## src/rtl/spi_frame_master.sv

```systemverilog
`default_nettype none
// ----------------------------------------------------------------------------
// spi_frame_master: mode-0 SPI master exchanging ID+payload frames; optional
// reply checking when SPI_FRAME_EXPECT_EN is defined.    Revision: 1.0
// ----------------------------------------------------------------------------
module spi_frame_master #(
   parameter int CLK_DIV    = 4,
   parameter int CS_GAP     = 4,
   parameter int FRAME_BITS = 32
) (
   input  logic                  clk,
   input  logic                  rst,
   input  logic                  tx_valid,
   output logic                  tx_ready,
   input  logic [3:0]            tx_id,
   input  logic [FRAME_BITS-5:0] tx_data,
   output logic                  rx_valid,
   output logic [3:0]            rx_id,
   output logic [FRAME_BITS-5:0] rx_data,
   output logic                  busy,
   output logic                  spi_clk,
   output logic                  spi_mosi,
   input  logic                  spi_miso,
   output logic                  spi_cs
`ifdef SPI_FRAME_EXPECT_EN
   ,
   input  logic                  exp_valid,
   input  logic [3:0]            exp_id,
   input  logic [FRAME_BITS-5:0] exp_data,
   output logic                  exp_err,
   output logic [15:0]           err_count
`endif
);

   localparam int              EW        = $clog2(2 * FRAME_BITS);
   localparam logic [7:0]      DIV_LAST  = 8'(CLK_DIV - 1);
   localparam logic [7:0]      GAP_LAST  = 8'(CS_GAP - 1);
   localparam logic [EW-1:0]   EDGE_LAST = EW'(2 * FRAME_BITS - 1);

   typedef enum logic [2:0] {IDLE, SETUP, SHIFT, HOLD, GAP} state_t;

   state_t                  state, state_nx;
   logic [7:0]              cnt;
   logic [EW-1:0]           edge_cnt;
   logic [FRAME_BITS-1:0]   tx_sh;
   logic [FRAME_BITS-1:0]   rx_sh;
   logic                    miso_m, miso_s;
   logic                    div_done, accept, sample, active_nx, frame_done;

   assign div_done   = (cnt == DIV_LAST);
   assign accept     = tx_valid && tx_ready;
   // Two clocks after a rising SCLK edge the synchronised MISO reflects the
   // level present at that edge.
   assign sample     = (state == SHIFT) && spi_clk && (cnt == 8'd1);
   assign frame_done = (state == HOLD) && div_done;
   assign spi_mosi   = tx_sh[FRAME_BITS-1];

   always_ff @(posedge clk or posedge rst) begin
      if (rst) state <= GAP;
      else     state <= state_nx;
   end

   always_comb begin
      state_nx  = state;
      active_nx = 1'b0;
      case (state)
         IDLE:    if (accept) state_nx = SETUP;
         SETUP:   if (div_done) state_nx = SHIFT;
         SHIFT:   if (div_done && edge_cnt == EDGE_LAST) state_nx = HOLD;
         HOLD:    if (div_done) state_nx = GAP;
         GAP:     if (cnt == GAP_LAST) state_nx = IDLE;
         default: state_nx = GAP;
      endcase
      active_nx = (state_nx == SETUP) || (state_nx == SHIFT) || (state_nx == HOLD);
   end

   always_ff @(posedge clk or posedge rst) begin
      if (rst) begin
         miso_m <= 1'b0;
         miso_s <= 1'b0;
      end else begin
         miso_m <= spi_miso;
         miso_s <= miso_m;
      end
   end

   always_ff @(posedge clk or posedge rst) begin
      if (rst) begin
         cnt      <= '0;
         edge_cnt <= '0;
         tx_sh    <= '0;
         rx_sh    <= '0;
         spi_clk  <= 1'b0;
         spi_cs   <= 1'b1;
         busy     <= 1'b0;
         tx_ready <= 1'b0;
         rx_valid <= 1'b0;
         rx_id    <= '0;
         rx_data  <= '0;
      end else begin
         rx_valid <= 1'b0;
         spi_cs   <= ~active_nx;
         busy     <= active_nx;
         tx_ready <= (state_nx == IDLE);
         if ((state_nx != state) || (state == IDLE) || ((state == SHIFT) && div_done))
            cnt <= '0;
         else
            cnt <= cnt + 8'd1;

         if (accept) begin
            tx_sh    <= {tx_id, tx_data};
            edge_cnt <= '0;
            spi_clk  <= 1'b0;
         end

         if (sample) rx_sh <= {rx_sh[FRAME_BITS-2:0], miso_s};

         if ((state == SHIFT) && div_done) begin
            spi_clk  <= ~spi_clk;
            edge_cnt <= edge_cnt + 1'b1;
            // The final falling edge leaves MOSI on the last bit.
            if (spi_clk && (edge_cnt != EDGE_LAST))
               tx_sh <= {tx_sh[FRAME_BITS-2:0], 1'b0};
         end

         if (frame_done) begin
            rx_valid <= 1'b1;
            rx_id    <= rx_sh[FRAME_BITS-1:FRAME_BITS-4];
            rx_data  <= rx_sh[FRAME_BITS-5:0];
         end
      end
   end

`ifdef SPI_FRAME_EXPECT_EN
   logic                  exp_armed;
   logic [FRAME_BITS-1:0] exp_frame;

   always_ff @(posedge clk or posedge rst) begin
      if (rst) begin
         exp_armed <= 1'b0;
         exp_frame <= '0;
         exp_err   <= 1'b0;
         err_count <= '0;
      end else begin
         exp_err <= 1'b0;
         if (accept) begin
            exp_armed <= exp_valid;
            exp_frame <= {exp_id, exp_data};
         end else if (frame_done) begin
            exp_armed <= 1'b0;
            if (exp_armed && (rx_sh != exp_frame)) begin
               exp_err <= 1'b1;
               if (err_count != 16'hFFFF) err_count <= err_count + 16'd1;
            end
         end
      end
   end
`endif

endmodule
`default_nettype wire

```

## config.mk

```make
export PLATFORM = sky130hd
export DESIGN_NAME = spi_frame_master
export DESIGN_NICKNAME = d
export VERILOG_FILES = /design/src/rtl/spi_frame_master.sv
export SDC_FILE = /design/constraint.sdc
export NUM_CORES = 1
export LEC_CHECK = 0
export ABC_AREA = 1
export CELL_PAD_IN_SITES_DETAIL_PLACEMENT = 0
export CELL_PAD_IN_SITES_GLOBAL_PLACEMENT = 1
export CORE_ASPECT_RATIO = 0.6
export CORE_UTILIZATION = 37
export CTS_CLUSTER_DIAMETER = 50
export DETAILED_ROUTE_END_ITERATION = 8
export PLACE_DENSITY_LB_ADDON = 0.1
export SKIP_CTS_REPAIR_TIMING = 1
export SLEW_MARGIN = 30
export SYNTH_ARGS = -nofsm -noshare
export SYNTH_HDL_FRONTEND = slang
export SYNTH_SLANG_ARGS = --single-unit
export TNS_END_PERCENT = 50
```

## constraint.sdc

```tcl
create_clock -name clk -period 3.4 [get_ports clk]
set_clock_uncertainty 0.05 [all_clocks]
set_input_delay 0.34 -clock clk [delete_from_list [all_inputs] [get_ports clk]]
set_output_delay 0.34 -clock clk [all_outputs]
set_load 0.1 [all_outputs]
```

======== Yosys cells after proc, flatten, opt, wreduce, memory -nomap -nowiden ========
Cells that the tools add are included.
word-level totals
  bits in registers ....................... 120
  output and inout bits ................... 38
cells by class
  $add $sub $neg .......................... 2
  equality and inequality tests ........... 12
  muxes and demuxes ....................... 15
  bitwise gates (word level) .............. 2
  reductions and logical operators ........ 14
operator list
  kind                 count
  $mux 32              3
  $mux 3               5
  $pmux 3 s5           1
  $eq 3x2->1 const B   4
  $mux 6               2
  $add 8x1->8 const B  1
  $eq 8x1->1 const B   1
  $eq 8x2->1 const B   1
  $mux 8               1
  $logic_and 1x1->1    7
  $add 6x1->6 const B  1
  $eq 3x1->1 const B   2
  $eq 6x6->1 const B   1
  $logic_not 3->1      2
  $ne 6x6->1 const B   1
  $logic_or 1x1->1     4
  $eq 3x3->1 const B   1
  $mux 1               3
  $ne 3x3->1           1
  $not 1->1            2
  $reduce_bool 2->1    1

======== Logic depth before layout (Yosys ltp) ========
Gate-level depths: netlist of run 1.
  word-level depth ........................ 8
  gate-level depth with buffers ........... 11

======== Worst setup path after synthesis of run 1 ========
Ideal clock, no wire load.
  path kind ............................... flip-flop to flip-flop
  start point ............................. reg tx_ready
  end point ............................... reg tx_sh[10]
  setup time .............................. 0.065 ns
  data arrival time ....................... 1.826 ns
  required time ........................... 3.285 ns
  path slack .............................. 1.459 ns
  cell stages (with the launch flop) ...... 8
  path buffers ............................ 1
  clock period less this slack ............ 1.941 ns
  path through ............................ dfrtp_1 nand2_1 clkinv_1 clkbuf_1 nand2_1 nand2_1 nand2_1 nand2_1
on the way
  cells in the longest elaborated chain, start to end .. 4
RTL lines
  element                   line  source
  start: declaration        14    output logic tx_ready,
  start signal: assignment  104   tx_ready <= (state_nx == IDLE);
  $logic_and 1x1->1 (*)     51    assign accept = tx_valid && tx_ready;
  $mux 32 (*)               110   if (accept) begin
  $mux 32                   122   if (spi_clk && (edge_cnt != EDGE_LAST))
  $mux 32 (*)               118   if ((state == SHIFT) && div_done) begin
  end signal: assignment    111   tx_sh <= {tx_id, tx_data};
  end signal: assignment    123   tx_sh <= {tx_sh[FRAME_BITS-2:0], 1'b0};
  end: declaration          45    logic [FRAME_BITS-1:0] tx_sh;
Every way passes the cells marked *; elsewhere a longest branch is shown, timed or not.
A chain may end at the register's enable or synchronous reset.

======== Worst setup path after layout of run 1 ========
  start point ............................. reg spi_cs
  end point ............................... out spi_cs
RTL lines
  element                   line  source
  start: declaration        24    output logic spi_cs
  start signal: assignment  102   spi_cs <= ~active_nx;
No word-level cell between the ends.

==> key figures, run 1 <==
Critical path
  – Flop2flop setup slack: around 1.3 ns
  – Top delay family on crit path: buffers and inverters
  – Critical path class: reg2out
  – Startpoint types: register
  – Worst r2r src: cnt[3]$_DFF_PP0_
  – CP Cell Sequence: clkdlybuf4s50_1
  – CP max-delay cell: clkdlybuf4s50_1
  – Worst EP required: around 3.0 ns
  – Critical path's largest stage delay: around 1.1 ns
  – CP bufs+invs: 1
  – CP endpoint kind: output pin
  – Crit path max fanout: 1
  – Reg2reg path depth: 7
  – R2r endpoint: rx_data[1]$_DFFE_PP0P_
  – Critical Path AT: 2.04 ns

STA
  – Worst slew margin: around a third
  – RSZ-0062 raised after global routing: false
  – Final Hold Viols: 0
  – Fin. max-slew vios: 0
  – Final setup viols: 0
  – Tightest Pin Transition: ~0.98 ns
  – PnR worst setup slack: roughly 0.97 ns
  – Final min period: around 2.4 ns
  – TNS Setup: 0 ns
  – Max Clock Freq: 411 MHz
  – Final worst path period share: between 70% and 80%

Yosys
  – Seq/Total Area, Yosys: a little under three fifths
  – Synthesized flop and latch total: 120
  – Yosys warnings: 0
  – Main synth FF type: dfrtp_1
  – Synth Instances: 601
  – Ys async rst share: 100%
  – Synthesized Nets: 640
  – Synth Cell Area: 5320 um^2
  – Post-Syn Area per Cell: 8.84 um^2
  – Post-synth EDFFs: 0
  – Netlist cell types: 36

Worst hold path
  – Hold_sp: miso_m$_DFF_PP0_
  – Hold Path Class: reg2reg
  – WHS Path Cells: 0
  – Min-Delay Endpoint: miso_s$_DFF_PP0_

Routing
  – First-iteration detailed-routing DRC count: approximately 240
  – DRT Wirelength: between 10000 and 15000 um
  – Vias post-DR: 3856
  – Drt via density: ~4.4
  – Routed wire per std cell: 12.2 um
  – Post-route DRC: 0
  – Post-DRT Antenna Nets: 0
  – Detailed Routing Iterations Pass 1: 5

Layout
  – # nets final: 712
  – Final Util: between 40% and 50%
  – Fillers: 1336
  – Most frequent cells in the layout: 259 x nand2_1, 118 x dfrtp_1, 73 x clkdlybuf4s50_1
  – Area Overhead vs Synth: 26.7%
  – Share of cells above drive strength 1: between 10% and 20%
  – Ant diodes: 0
  – Most common cell after layout, fill and taps aside: nand2_1

Clocking
  – Clock Tree Root: clkbuf_16
  – Clock transition at path regs: 0.06 ns
  – Htree depth: 4
  – Clock Tree Buf Depth: 2
  – Sink Count: 120
  – CTS buffer count: 17
  – TritonCTS clock tree: yes
  – Clk_lat worst skew: 0.41 ns

Power
  – NetSw: 1580 uW
  – Clock share of power: about two fifths
  – P_leak: 0.00316 uW
  – Switch share: ~34%
  – Pwr Density: 701 nW/um^2
  – Internal power: roughly 3100 uW
  – Power share of the combinational group: around 23%
  – Peak supply drop: 0.000304 V
  – Seq pwr share: 39.0%

Placed design
  – DP HPWL: 6770 um
  – GPL Wtd Cong: 0.756
  – Pre-CTS WS: ~1.2 ns
  – IO Port Bufs: 73

Run status
  – Status: complete, no violations

Floorplanning
  – Placement row count: 33
  – Die height: approximately 95 um
  – Starting Density: 38.4%
  – Core area: around 14000 um^2
  – Die footprint: 14900 um^2
  – Die X: approximately 160 um
  – Ports: 74

Global route
  – GRT overflow: 0
  – Pin count of the biggest net entering global routing: 73
  – First-pass GRT wire length: 18500 um
  – Number of global-route vias before repair: 3826
  – Antenna violations before repair: 0
  – All-layer global routing usage: 16.1%

Flow run
  – Maxcap violations: 0
## final cells by class
cell class	instances	area (um^2)	share of cell area (%)
clock inverters	15	164	2.43
repair buffers	79	779	11.6
well taps	192	240	3.57
flip-flops and latches	120	3010	44.6
inverters	51	203	3.01
multi-input cells	404	1920	28.5
clock buffers	17	425	6.32
## metrics by stage
step	area, um^2	total power (uW)	std cells	hold WS (ns)
3_3_place_gp	6140	2940	846	0.289
5_1_grt	6730	5020	878	0.308
4_1_cts	6730	4780	878	0.303
2_1_floorplan	5320	2710	601	0.281
6_report	6730	4720	878	0.299
3_5_place_dp	6140	2950	846	0.289
## layer usage
| layer | vias to the layer above | part of all wire, % | track usage [%] |
|---|---|---|---|
| li1 | 2013 | - | - |
| met1 | 1776 | 54 | 22.8 |
| met2 | 58 | 42 | 23.3 |
| met3 | 9 | 3.4 | 5.28 |
| met4 | 0 | 0.85 | 4.90 |
| met5 | - | 0 | 0 |
## kinds of logic (layout without fill, tap and decap cells)
kind of cell	after synthesis	count (layout)	share of synthesized area [%]
compound gates	79	79	9.32
xor+xnor	6	6	0.989
fa+ha+maj	3	3	0.706
buf+inv	77	162	7.46
flops	120	120	56.5
simple gates	316	316	25.0
## power groups by stage
| stage | registers (uW) | clock network [uW] | logic, uW |
|---|---|---|---|
| floorplan | 2050 | 0 | 654 |
| global placement | 1860 | 0 | 1080 |
| detailed placement | 1860 | 0 | 1090 |
| CTS | 1840 | 1840 | 1100 |
| global route | 1870 | 1910 | 1230 |
| finish | 1840 | 1800 | 1080 |
## registers in the layout, indices dropped and copies added, names as in the netlist, 3 cells and up
signal and cells:
cnt 8, edge_cnt 6, rx_data 28, rx_id 4, rx_sh 32, state 3, tx_sh 32
## worst max path at each step
stage / cells past startpoint / to / from / slack, ns
6_report: 1 / spi_cs / spi_cs$_DFF_PP1_ / 0.97
3_5_place_dp: 7 / rx_data[1]$_DFFE_PP0P_ / cnt[0]$_DFF_PP0_ / 1.22
5_1_grt: 1 / spi_cs / spi_cs$_DFF_PP1_ / 0.92
2_1_floorplan: 7 / tx_sh[10]$_DFF_PP0_ / tx_ready$_DFF_PP0_ / 1.46
4_1_cts: 1 / spi_cs / spi_cs$_DFF_PP1_ / 0.94
3_3_place_gp: 7 / rx_data[1]$_DFFE_PP0P_ / cnt[3]$_DFF_PP0_ / 1.29
## Yosys cell counts, drive strengths merged (2+ instances only)
library cell / count / area share [%]
ha: 3 / 0.71
inv: 50 / 3.7
xnor2: 4 / 0.66
a21oi: 4 / 0.38
clkbuf: 6 / 0.42
buf: 20 / 3.3
nand4: 3 / 0.64
dfrtp: 118 / 56
nor2: 28 / 2.8
xor2: 2 / 0.33
nand3: 8 / 0.85
dfstp: 2 / 0.99
o22ai: 2 / 0.24
nand2: 275 / 20
o21ai: 70 / 8.2
Note: power is estimated with default switching activity, not from simulation.
==> inputs of run 2 (changes only) <==
==> constraint.sdc (replaced) <==
create_clock -name clk -period 2 [get_ports clk]
set_clock_uncertainty 0.05 [all_clocks]
set_input_delay 0.2 -clock clk [delete_from_list [all_inputs] [get_ports clk]]
set_output_delay 0.2 -clock clk [all_outputs]
set_load 0.1 [all_outputs]
==> run 2 against run 1 <==
  * Worst setup slack lost 0.68 ns
  * Non-clock buffer count increased by 3
  * Cell area fell by 0.15%
  * Core utilization decreased by 0.072 points
==> key figures, run 2 (same netlist as run 1, synthesis figures left out) <==
STA
  – Final Hold Viols: 0
  – Max Clock Freq: roughly 600 MHz
  – Hold_ws: 0.142 ns
  – Worst slew margin: 63.9%
  – TNS Setup: 0 ns
  – Final setup viols: 0
  – Fin. max-slew vios: 0
  – Tightest Pin Transition: 0.541 ns
  – Final worst path period share: 85.6%
  – Final min period: between 1.5 and 2 ns
  – RSZ-0062 raised after global routing: false

Placed design
  – Placed Cells: 849
  – GPL Wtd Cong: approximately 0.79
  – DP HPWL: 7140 um
  – IO Port Bufs: 73

Clocking
  – Clock transition at path regs: 0.06 ns
  – Htree depth: 4
  – Clock Tree Buf Depth: 2
  – Clock Tree Root: clkbuf_16
  – Sink Count: 120
  – CTS buffer count: 17
  – TritonCTS clock tree: yes
  – Clk_lat worst skew: 0.40 ns

Critical path
  – Reg2reg path depth: 8
  – CP bufs+invs: 1
  – CP Cell Sequence: ha_1 > nand3_1 > nor2_1 > nor2_1 > nand2_4 > inv_6 > nand2_1 > nand2_1
  – Top delay family on crit path: simple AND/OR/NAND/NOR gates
  – Startpoint types: register
  – Worst r2r src: edge_cnt[0]$_DFFE_PP0P_
  – Flop2flop setup slack: 0.29 ns
  – R2r endpoint: tx_sh[21]$_DFF_PP0_
  – Levels on crit path: 8
  – Crit path max fanout: 31
  – CP max-delay cell: dfrtp_1
  – Worst EP required: 2.29 ns
  – Worst setup path end: tx_sh[21]$_DFF_PP0_
  – CP endpoint kind: register
  – CP Launch Point: edge_cnt[0]$_DFFE_PP0P_
  – Critical Path AT: roughly 2 ns
  – Critical path's largest stage delay: 0.41 ns
  – Critical path class: reg2reg

Power
  – P_leak: around 0.0033 uW
  – Pwr Density: 1200 nW/um^2
  – Peak supply drop: between 0.0005 and 0.0006 V

Routing
  – Drt via density: around 4.4
  – First-iteration detailed-routing DRC count: 176
  – Post-DRT Antenna Nets: 0
  – DRT Wirelength: 10900 um
  – Post-route DRC: 0
  – Detailed Routing Iterations Pass 1: 4
  – Vias post-DR: about 3900
  – Routed wire per std cell: 12.3 um

Layout
  – # nets final: 715
  – Post-Layout Cell Count: 881
  – Final Util: 48.6%
  – Most common cell after layout, fill and taps aside: nand2_1
  – Fillers: between 1000 and 1500
  – Most frequent cells in the layout: 259 x nand2_1, 118 x dfrtp_1, 44 x inv_1
  – Area Overhead vs Synth: 26.5%
  – Ant diodes: 0
  – Largest registers: rx_sh x32, tx_sh x32, rx_data x28
  – Multi-input logic area: 1920 um^2
  – Share of cells above drive strength 1: 19.7%
  – FF/Latch Area: 3010 um^2

Floorplanning
  – Die footprint: around 15000 um^2
  – Core area: 13800 um^2
  – Ports: 74
  – Die X: 157 um
  – Placement row count: 33
  – Starting Density: around two fifths
  – Die height: 94.8 um

Global route
  – Number of global-route vias before repair: 3852
  – All-layer global routing usage: 16.2%
  – GRT overflow: 0
  – Pin count of the biggest net entering global routing: 65
  – First-pass GRT wire length: between 15000 and 20000 um
  – Antenna violations before repair: 0

Worst hold path
  – Hold Path Class: in2async

Run status
  – Status: complete, no violations

Flow run
  – Maxcap violations: 0
==> run 2: changes by cell type in the layout (fill, tap and decap cells not counted), sizes merged <==
cell           before  now
inv                56   55
buf                 6   47
clkinvlp            3    6
clkdlybuf4s50      73   35
clkinv              5    3
==> run 2: worst min-delay path by stage <==
| stage | from | endpoint | depth (start not counted) |
|---|---|---|---|
| 2_1_floorplan | spi_miso | miso_m$_DFF_PP0_ | 0 |
| 3_3_place_gp | miso_m$_DFF_PP0_ | miso_s$_DFF_PP0_ | 0 |
| 3_5_place_dp | miso_m$_DFF_PP0_ | miso_s$_DFF_PP0_ | 0 |
| 4_1_cts | rst | tx_sh[31]$_DFF_PP0_ | 2 |
| 5_1_grt | rst | tx_sh[31]$_DFF_PP0_ | 2 |
| 6_report | rst | tx_sh[31]$_DFF_PP0_ | 2 |
==> run 2: final cells by class <==
class / instances / share of cell area (%)
tap: 192 / 3.57
clock buffer: 17 / 6.33
multi-input combinational: 404 / 28.5
timing repair buffer: 82 / 11.4
sequential: 120 / 44.7
inverter: 51 / 3.02
clock inverter: 15 / 2.49
==> run 2: per-stage QoR <==
step	power, uW	cell area (um^2)	setup slack [ns]
2_1_floorplan	4600	5320	0.0594
3_3_place_gp	5050	6130	0.320
3_5_place_dp	5070	6130	0.285
4_1_cts	8180	6720	0.274
5_1_grt	8590	6720	0.0913
6_report	8070	6720	0.288
==> run 2: routing by layer <==
layer	up-vias	track usage (%)	share of wire (%)	wire length [um]
met2	74	22.9	41	4500
met3	9	4.08	3.6	397
met4	0	5.64	0.85	92
met1	1804	23.9	54	5890
met5	-	0	0	0
li1	2020	-	-	-
==> run 2: power by group <==
group	switching, uW	internal, uW	total [uW]
clock network	1180	1860	3040
logic	1270	615	1880
registers	285	2860	3150
total	2730	5340	8070
==> run 2: worst reg2reg max path, delay by kind of cell (launching register included) <==
family	cells	cell delay (ns)
adder cells (fa/ha/maj)	1	0.24
buffers and inverters	1	0.24
flip-flops	1	0.41
AND/OR/NAND/NOR	6	0.71
